### src/rtl/mvm_layer_ctrl.sv
// mvm_layer_ctrl
//   Sequencer for one matrix-vector-multiply layer (y = W*x, M outputs,
//   N inputs, P MAC lanes). Carries no data: it steps the x-memory, the
//   weight ROM address, the MAC lane enables and the output lane mux, and
//   owns the input and output stream handshakes of the layer.
//
// Ports
//   clk         rising-edge clock
//   reset       asynchronous, active-low reset
//   s_valid     input element valid
//   m_ready     downstream accepts the current output element
//   s_ready     input element accepted when s_valid && s_ready
//   m_valid     output element available (lane out_sel)
//   xmem_wr_en  write current input element into x-memory
//   xmem_addr   x-memory write (LOAD) / read (COMPUTE) address, 0 otherwise
//   w_addr      weight ROM address g*N + k during COMPUTE, 0 otherwise
//   mac_en      all P lanes multiply-accumulate this cycle
//   mac_clr     with mac_en: lanes load the product instead of adding
//   out_sel     lane driving the output data
//   vec_done    one-cycle pulse after the final output of a vector is taken
module mvm_layer_ctrl #(
   parameter int unsigned M      = 16,
   parameter int unsigned N      = 12,
   parameter int unsigned P      = 4,
   parameter int unsigned MACLAT = 2,
   localparam int unsigned G     = M / P,
   localparam int unsigned XW    = (N > 1) ? $clog2(N) : 1,
   localparam int unsigned WAW   = (G * N > 1) ? $clog2(G * N) : 1,
   localparam int unsigned PW    = (P > 1) ? $clog2(P) : 1
) (
   input  logic           clk,
   input  logic           reset,
   input  logic           s_valid,
   input  logic           m_ready,
   output logic           s_ready,
   output logic           m_valid,
   output logic           xmem_wr_en,
   output logic [XW-1:0]  xmem_addr,
   output logic [WAW-1:0] w_addr,
   output logic           mac_en,
   output logic           mac_clr,
   output logic [PW-1:0]  out_sel,
   output logic           vec_done
);

   localparam int unsigned GW = (G > 1) ? $clog2(G) : 1;
   localparam int unsigned WW = (MACLAT > 1) ? $clog2(MACLAT) : 1;

   localparam logic [XW-1:0]  N_LAST = XW'(N - 1);
   localparam logic [GW-1:0]  G_LAST = GW'(G - 1);
   localparam logic [WW-1:0]  W_LAST = WW'(MACLAT - 1);
   localparam logic [PW-1:0]  P_LAST = PW'(P - 1);
   localparam logic [WAW-1:0] N_STEP = WAW'(N);

   typedef enum logic [2:0] {
      IDLE,
      LOAD,
      COMPUTE,
      WAIT,
      OUTPUT
   } state_t;

   state_t        state;
   logic [XW-1:0] ld;
   logic [XW-1:0] k;
   logic [GW-1:0] g;
   logic [WW-1:0] w;
   logic [PW-1:0] l;

   // s_ready is only ever high in LOAD, so a handshake is just s_valid there.
   assign xmem_wr_en = s_valid && s_ready;

   // Outputs are registered alongside the state: each transition loads the
   // output values that belong to the state being entered, so every output
   // is a pure function of registered state.
   always_ff @(posedge clk or negedge reset) begin
      if (!reset) begin
         state     <= IDLE;
         ld        <= '0;
         k         <= '0;
         g         <= '0;
         w         <= '0;
         l         <= '0;
         s_ready   <= 1'b0;
         m_valid   <= 1'b0;
         xmem_addr <= '0;
         w_addr    <= '0;
         mac_en    <= 1'b0;
         mac_clr   <= 1'b0;
         out_sel   <= '0;
         vec_done  <= 1'b0;
      end else begin
         vec_done <= 1'b0;
         case (state)
            IDLE: begin
               state     <= LOAD;
               s_ready   <= 1'b1;
               xmem_addr <= '0;
            end

            LOAD: begin
               if (s_valid) begin
                  if (ld == N_LAST) begin
                     ld        <= '0;
                     g         <= '0;
                     k         <= '0;
                     state     <= COMPUTE;
                     s_ready   <= 1'b0;
                     mac_en    <= 1'b1;
                     mac_clr   <= 1'b1;
                     xmem_addr <= '0;
                     w_addr    <= '0;
                  end else begin
                     ld        <= ld + 1'b1;
                     xmem_addr <= ld + 1'b1;
                  end
               end
            end

            COMPUTE: begin
               if (k == N_LAST) begin
                  k         <= '0;
                  w         <= '0;
                  state     <= WAIT;
                  mac_en    <= 1'b0;
                  mac_clr   <= 1'b0;
                  xmem_addr <= '0;
                  w_addr    <= '0;
               end else begin
                  k         <= k + 1'b1;
                  xmem_addr <= k + 1'b1;
                  // rows of one lane group are contiguous in the ROM
                  w_addr    <= w_addr + 1'b1;
                  mac_clr   <= 1'b0;
               end
            end

            WAIT: begin
               if (w == W_LAST) begin
                  w       <= '0;
                  l       <= '0;
                  state   <= OUTPUT;
                  m_valid <= 1'b1;
                  out_sel <= '0;
               end else begin
                  w <= w + 1'b1;
               end
            end

            OUTPUT: begin
               if (m_ready) begin
                  if (l == P_LAST) begin
                     l       <= '0;
                     out_sel <= '0;
                     m_valid <= 1'b0;
                     if (g != G_LAST) begin
                        g         <= g + 1'b1;
                        state     <= COMPUTE;
                        mac_en    <= 1'b1;
                        mac_clr   <= 1'b1;
                        xmem_addr <= '0;
                        w_addr    <= (WAW'(g) + 1'b1) * N_STEP;
                     end else begin
                        g         <= '0;
                        state     <= LOAD;
                        s_ready   <= 1'b1;
                        xmem_addr <= '0;
                        vec_done  <= 1'b1;
                     end
                  end else begin
                     l       <= l + 1'b1;
                     out_sel <= l + 1'b1;
                  end
               end
            end

            default: begin
               state <= IDLE;
            end
         endcase
      end
   end

endmodule

### config.mk
export PLATFORM = sky130hd
export DESIGN_NAME = mvm_layer_ctrl
export DESIGN_NICKNAME = d
export VERILOG_FILES = /design/src/rtl/mvm_layer_ctrl.sv
export SDC_FILE = /design/constraint.sdc
export NUM_CORES = 1
export LEC_CHECK = 0
export ABC_AREA = 1
export BUFFER_PORTS_ARGS = -buffer_cell sky130_fd_sc_hd__buf_2
export CAP_MARGIN = 5
export CORE_MARGIN = 5
export CORE_UTILIZATION = 40
export DETAILED_ROUTE_END_ITERATION = 12
export GPL_TIMING_DRIVEN = 0
export PLACE_DENSITY = 0.59
export SYNTH_ARGS = -nofsm -noshare
export SYNTH_HDL_FRONTEND = slang
export SYNTH_SLANG_ARGS = --single-unit
### constraint.sdc
create_clock -name clk -period 2.2 [get_ports clk]
set_input_delay 0.44 -clock clk [delete_from_list [all_inputs] [get_ports clk]]
set_output_delay 0.44 -clock clk [all_outputs]
set_load 0.01 [all_outputs]
# [Word level (Yosys, flattened, before mapping)]
# Index checks and enable logic that the tools add are counted.
[totals] elab_cells=115 input_bits=4 regBits=31 out_inout_bits=18
[op_classes] mul=1 reduce_logical=20 n_eq_ne=16 addsub=7 n_mux=58
[ops] operator="6-bit 2-to-1 mux" count=6
[ops] operator="4-bit 2-to-1 mux" count=7
[ops] operator="1-bit 2-to-1 mux" count=19
[ops] operator="2-bit 2-to-1 mux" count=9
[ops] operator="3-bit 2-to-1 mux" count=6
[ops] operator="2-bit inequality test (second input constant)" count=9
[ops] operator="6-bit case mux with 3 select lines" count=1
[ops] operator="6-bit AND reduction" count=3
[ops] operator="4-bit case mux with 4 select lines" count=1
[ops] operator="3-bit case mux with 5 select lines" count=1
[ops] operator="1-bit case mux with 3 select lines" count=3
[ops] operator="4-bit by 1-bit adder with 4-bit output (second input constant)" count=2
[ops] operator="4-bit equality test (second input constant)" count=2
[ops] operator="2-bit case mux with 2 select lines" count=2
[ops] operator="4-bit case mux with 2 select lines" count=1
[ops] operator="4-bit AND reduction" count=2
[ops] operator="2-bit nonzero test" count=4
[ops] operator="7-bit AND reduction" count=1
[ops] operator="6-bit by 1-bit adder with 6-bit output (second input constant)" count=1
[ops] operator="3-bit by 2-bit equality test with 1-bit output (second input constant)" count=2
[ops] operator="3-bit AND reduction" count=2
[ops] operator="3-bit nonzero test" count=2
[ops] operator="5-bit AND reduction" count=1
[ops] operator="2-bit by 1-bit adder with 2-bit output (second input constant)" count=2
[ops] operator="11 further kinds" count=13

# [Depth between registers and ports, before layout]
[depth] depth_word=6 mapped_depth=10 depth_no_buf=9

# [Worst setup path after synthesis]
# Ideal clock, no wire load.
[synth_path] path_kind="register to register" start="reg ld[0]" end="reg xmem_addr[0]" path_slack_ns=0.834 required_ns=2.135 path_stages_with_launch=8 path_buffers=0 synth_period_minus_slack_ns=1.366 arrival_time_ns=1.301 setup_ns=0.065 cell_sequence="dfrtp_1 > ha_1 > nand3_1 > inv_1 > or2_2 > o21ai_0 > nand2_1 > nand2_1"
[synth_via] elab_chain_len=4 elab_cells_between_ends=5 cone_classes="add/sub: 1; eq/ne: 1; mux: 3"
[synth_rtl] item="start, declared" line_no="64" text="logic [XW-1:0] ld;"
[synth_rtl] item="start signal, assigned" line_no="114" text="ld <= ld + 1'b1;"
[synth_rtl] item="4-bit by 1-bit adder with 4-bit output or 4-bit equality test (tied branches)" line_no="115, 103"
[synth_rtl] item="4-bit 2-to-1 mux *" line_no="103" text="if (ld == N_LAST) begin"
[synth_rtl] item="4-bit 2-to-1 mux *" line_no="102" text="if (s_valid) begin"
[synth_rtl] item="4-bit case mux with 4 select lines *" line_no="94" text="case (state)"
[synth_rtl] item="end signal, assigned" line_no="115" text="xmem_addr <= ld + 1'b1;"
[synth_rtl] item="end signal, assigned" line_no="131" text="xmem_addr <= k + 1'b1;"
[synth_rtl] item="end, declared" line_no="38" text="output logic [XW-1:0] xmem_addr,"
# Mark *: on every way between the ends. The rest lies on a longest branch, timed or not. The select of a mux whose other input is x is not followed.
# A chain may end at the register's enable or synchronous reset.

# [Worst setup path in the final report]
# Ends and elaborated chain as after synthesis.

==> impl_metrics.py <==
metrics = {
    "worst_setup_path": {
        "crit_type": "flip-flop to flip-flop",
        "cp_data_arrival_time_ns": 1.81,
        "cp-end-kind": "flip-flop",
        "worst-path-max-fanout": 5,
        "cp-start-kind": "flip-flop",
        "crit_required_ns": 2.43,
    },
    "cells_and_area": {
        "fin_area_um2": 2060,
        "diodes": 0,
        "utilization": 0.472,
        "drive_gt1_frac": 0.168,
        "nets": 274,
        "syn2layout_area_growth_pct": 14.3,
    },
    "routing": {
        "vias": 1522,
        "drt_iter0_markers": 74,
        "drt_wl_total_mm": 3.72,
        "via_per_inst": 4.85,
        "wl_per_cell_um": 11.8,
        "drc_errors": 0,
        "firstDrtPassIters": 4,
        "ant_nets": 0,
    },
    "pwr": {
        "sequentialPowerShare": 0.342,
        "powerDensity_nw_per_um2": 1470,
        "switchingPower_uw": 1420,
        "power_frac_clock": 0.150,
        "irDropWorstVdd_uv": 607,
        "comb_power_share": 0.508,
        "p_int_uw": 1610,
        "switching_share": 0.467,
        "p_leak_uw": 0.00117,
    },
    "synth": {
        "yosysMostFrequentCell": "nand2_1",
        "synthFlopType": "dfrtp_1",
        "syn_nets": 246,
        "synth.avg_cell_area_um2": 7.68,
        "synth_compound_area_frac": 0.0619,
        "synth_cells": 234,
        "synth.distinct_cells": 26,
        "yosysWarnings": 0,
        "yosys-top-cells-count": "nand2_1, dfrtp_1, inv_1",
        "synth_top_area_cell": "dfrtp_1",
        "synth_fa_ha_area_frac": 0.0557,
        "async_flop_share": 1.00,
        "synth_mux_area_frac": 0,
        "synth_edf_count": 0,
        "synthTopCellsByArea": "dfrtp_1, nand2_1, nand3_1",
        "synth-simple-area-share": 0.348,
        "synth_seq_cells": 31,
        "synth_top_cell_area_share": 0.431,
        "yosysSeqAreaShare": 0.431,
        "synth_area_um2": 1800,
        "synth_top_family_by_area": "simple AND/OR/NAND/NOR gates",
        "synth-xor-area-share": 0.0292,
    },
    "run_status": {
        "status": "finished clean",
    },
    "clock_network": {
        "cts_resized": 0,
        "clock_path_buffers": 2,
        "hold_buffers": 0,
        "cts_setup_buffers": 0,
        "clk_latency_ns": 0.29,
        "root_buffer": "clkbuf_8",
        "htree_levels": 2,
        "cts_tree": "done",
        "clk_pin_slew_ns": 0.07,
        "cts_made_buffers": 5,
        "cts.sinks": 31,
    },
    "global_routing": {
        "use_met2": 0.218,
        "grt_max_degree": 32,
        "grt_usage": 0.144,
        "use_met1": 0.195,
        "grt_pass1_vias": 1464,
        "antenna_found_initial": 0,
        "grt-ovfl-total": 0,
        "grt_pass1_wl_mm": 6.87,
        "grt.busiest_layer": "met2",
        "use_met3": 0.0433,
    },
    "placement": {
        "hpwl_mm": 2.80,
        "io_buffers": 21,
        "placed_area_um2": 1970,
        "gp_congestion": 0.759,
    },
    "timing": {
        "timing.final.max_slew_violations": 0,
        "slew-limit-headroom": 0.538,
        "tightest_slew_ns": 0.694,
        "min_period_ns": 1.58,
        "setup_violations": 0,
        "fin_setup_tns_ns": 0,
        "final_hold_viol_count": 0,
        "rsz0062_at_grt": "false",
        "skew_ns": 0.00755,
        "fmax_mhz": 631,
        "fin_worst_hold_slack_ns": 0.193,
        "fin_crit_sh": 0.720,
    },
    "floorplan": {
        "core_area_um2": 4350,
        "num_rows": 24,
        "die_w_um": 77.0,
        "die_area_um2": 5940,
        "die_h_um": 77.0,
        "ios": 22,
        "initial_utilization": 0.413,
    },
    "run": {
        "maxCapViolCount": 0,
    },
    "worst_hold_path": {
        "hp-class": "input pin to async pin",
    },
}
## state kept, by name, indices dropped and copies added (netlist names)
register   flops
k              4
s_ready        1
w_addr         6
ld             4
state          3
vec_done       1
xmem_addr      4
l              2
m_valid        1
w              1
mac_clr        1
mac_en         1
g              2
## power groups by stage
stage	registers [µW]	clock network [µW]	logic (µW)
floorplan	1050	0	1140
global placement	1040	0	1540
detailed placement	1050	0	1550
CTS	1040	473	1570
global route	1090	496	1780
finish	1040	455	1540
## kinds of logic (layout without fill, tap and decap cells)
kind of cell,count (synthesis),after routing
compound gates,20,20
xor+xnor,6,6
fa+ha+maj,8,8
buf+inv,31,59
flops,31,31
simple gates,138,138
## stage by stage
stage               total power (µW)  cells  worst slack, ns
finish                          3030    314            0.616
global route                    3360    314            0.432
CTS                             3080    314            0.610
detailed placement              2600    307            0.629
global placement                2590    307            0.609
floorplan                       2190    234            0.834
## worst paths after layout
| check | start | end | slack (ns) | cells past startpoint |
|---|---|---|---|---|
| worst min register to register | mac_clr$_DFFE_PN0P_ | mac_clr$_DFFE_PN0P_ | 0.47 | 2 |
| max in group asynchronous | reset | w_addr[0]$_DFFE_PN0P_ | 1.55 | 1 |
| worst max register to register | ld[0]$_DFFE_PN0P_ | xmem_addr[0]$_DFFE_PN0P_ | 0.62 | 7 |
| min in group clk | m_ready | vec_done$_DFF_PN0_ | 0.41 | 3 |
| worst min-delay path | reset | k[2]$_DFFE_PN0P_ | 0.19 | 1 |
| worst max-delay path | ld[0]$_DFFE_PN0P_ | xmem_addr[0]$_DFFE_PN0P_ | 0.62 | 7 |
## placed cells by master, fill, tap and decap left out, drive strengths merged
cell | Yosys | routed
dfrtp | 31 | 31
inv | 29 | 29
clkbuf | 0 | 6
clkinv | 0 | 1
or2 | 1 | 1
xor2 | 4 | 4
nand3 | 26 | 26
nor2 | 14 | 14
nand2 | 89 | 89
nor3 | 3 | 3
o21ai | 13 | 13
buf | 2 | 23
o22ai | 3 | 3
nand4 | 4 | 4
o21bai | 2 | 2
a21boi | 1 | 1
xnor2 | 2 | 2
ha | 8 | 8
a21oi | 1 | 1
nand3b | 1 | 1
## routing by layer
layer / part of all wire / routed length (µm)
met5: 0 / 0
met4: 0.017 / 64
met2: 0.42 / 1570
met3: 0.051 / 191
met1: 0.51 / 1900
## area by class of cell
type | count | area, µm²
clock inverters | 1 | 5.00
multi-input cells | 172 | 890
flip-flops and latches | 31 | 776
fillers | 430 | 2300
repair buffers | 21 | 105
plain buffers | 2 | 18.8
clock buffers | 6 | 82.6
well taps | 52 | 65.1
inverters | 29 | 114
## worst max-delay path, stage by stage, from the launching register on
cell     delay [ns]
dfrtp_1        0.42
ha_1           0.24
nand3_1        0.14
inv_1          0.08
or2_2          0.28
o21ai_0        0.22
nand2_1        0.08
nand2_1        0.06
Note: power is estimated with default switching activity, not from simulation.
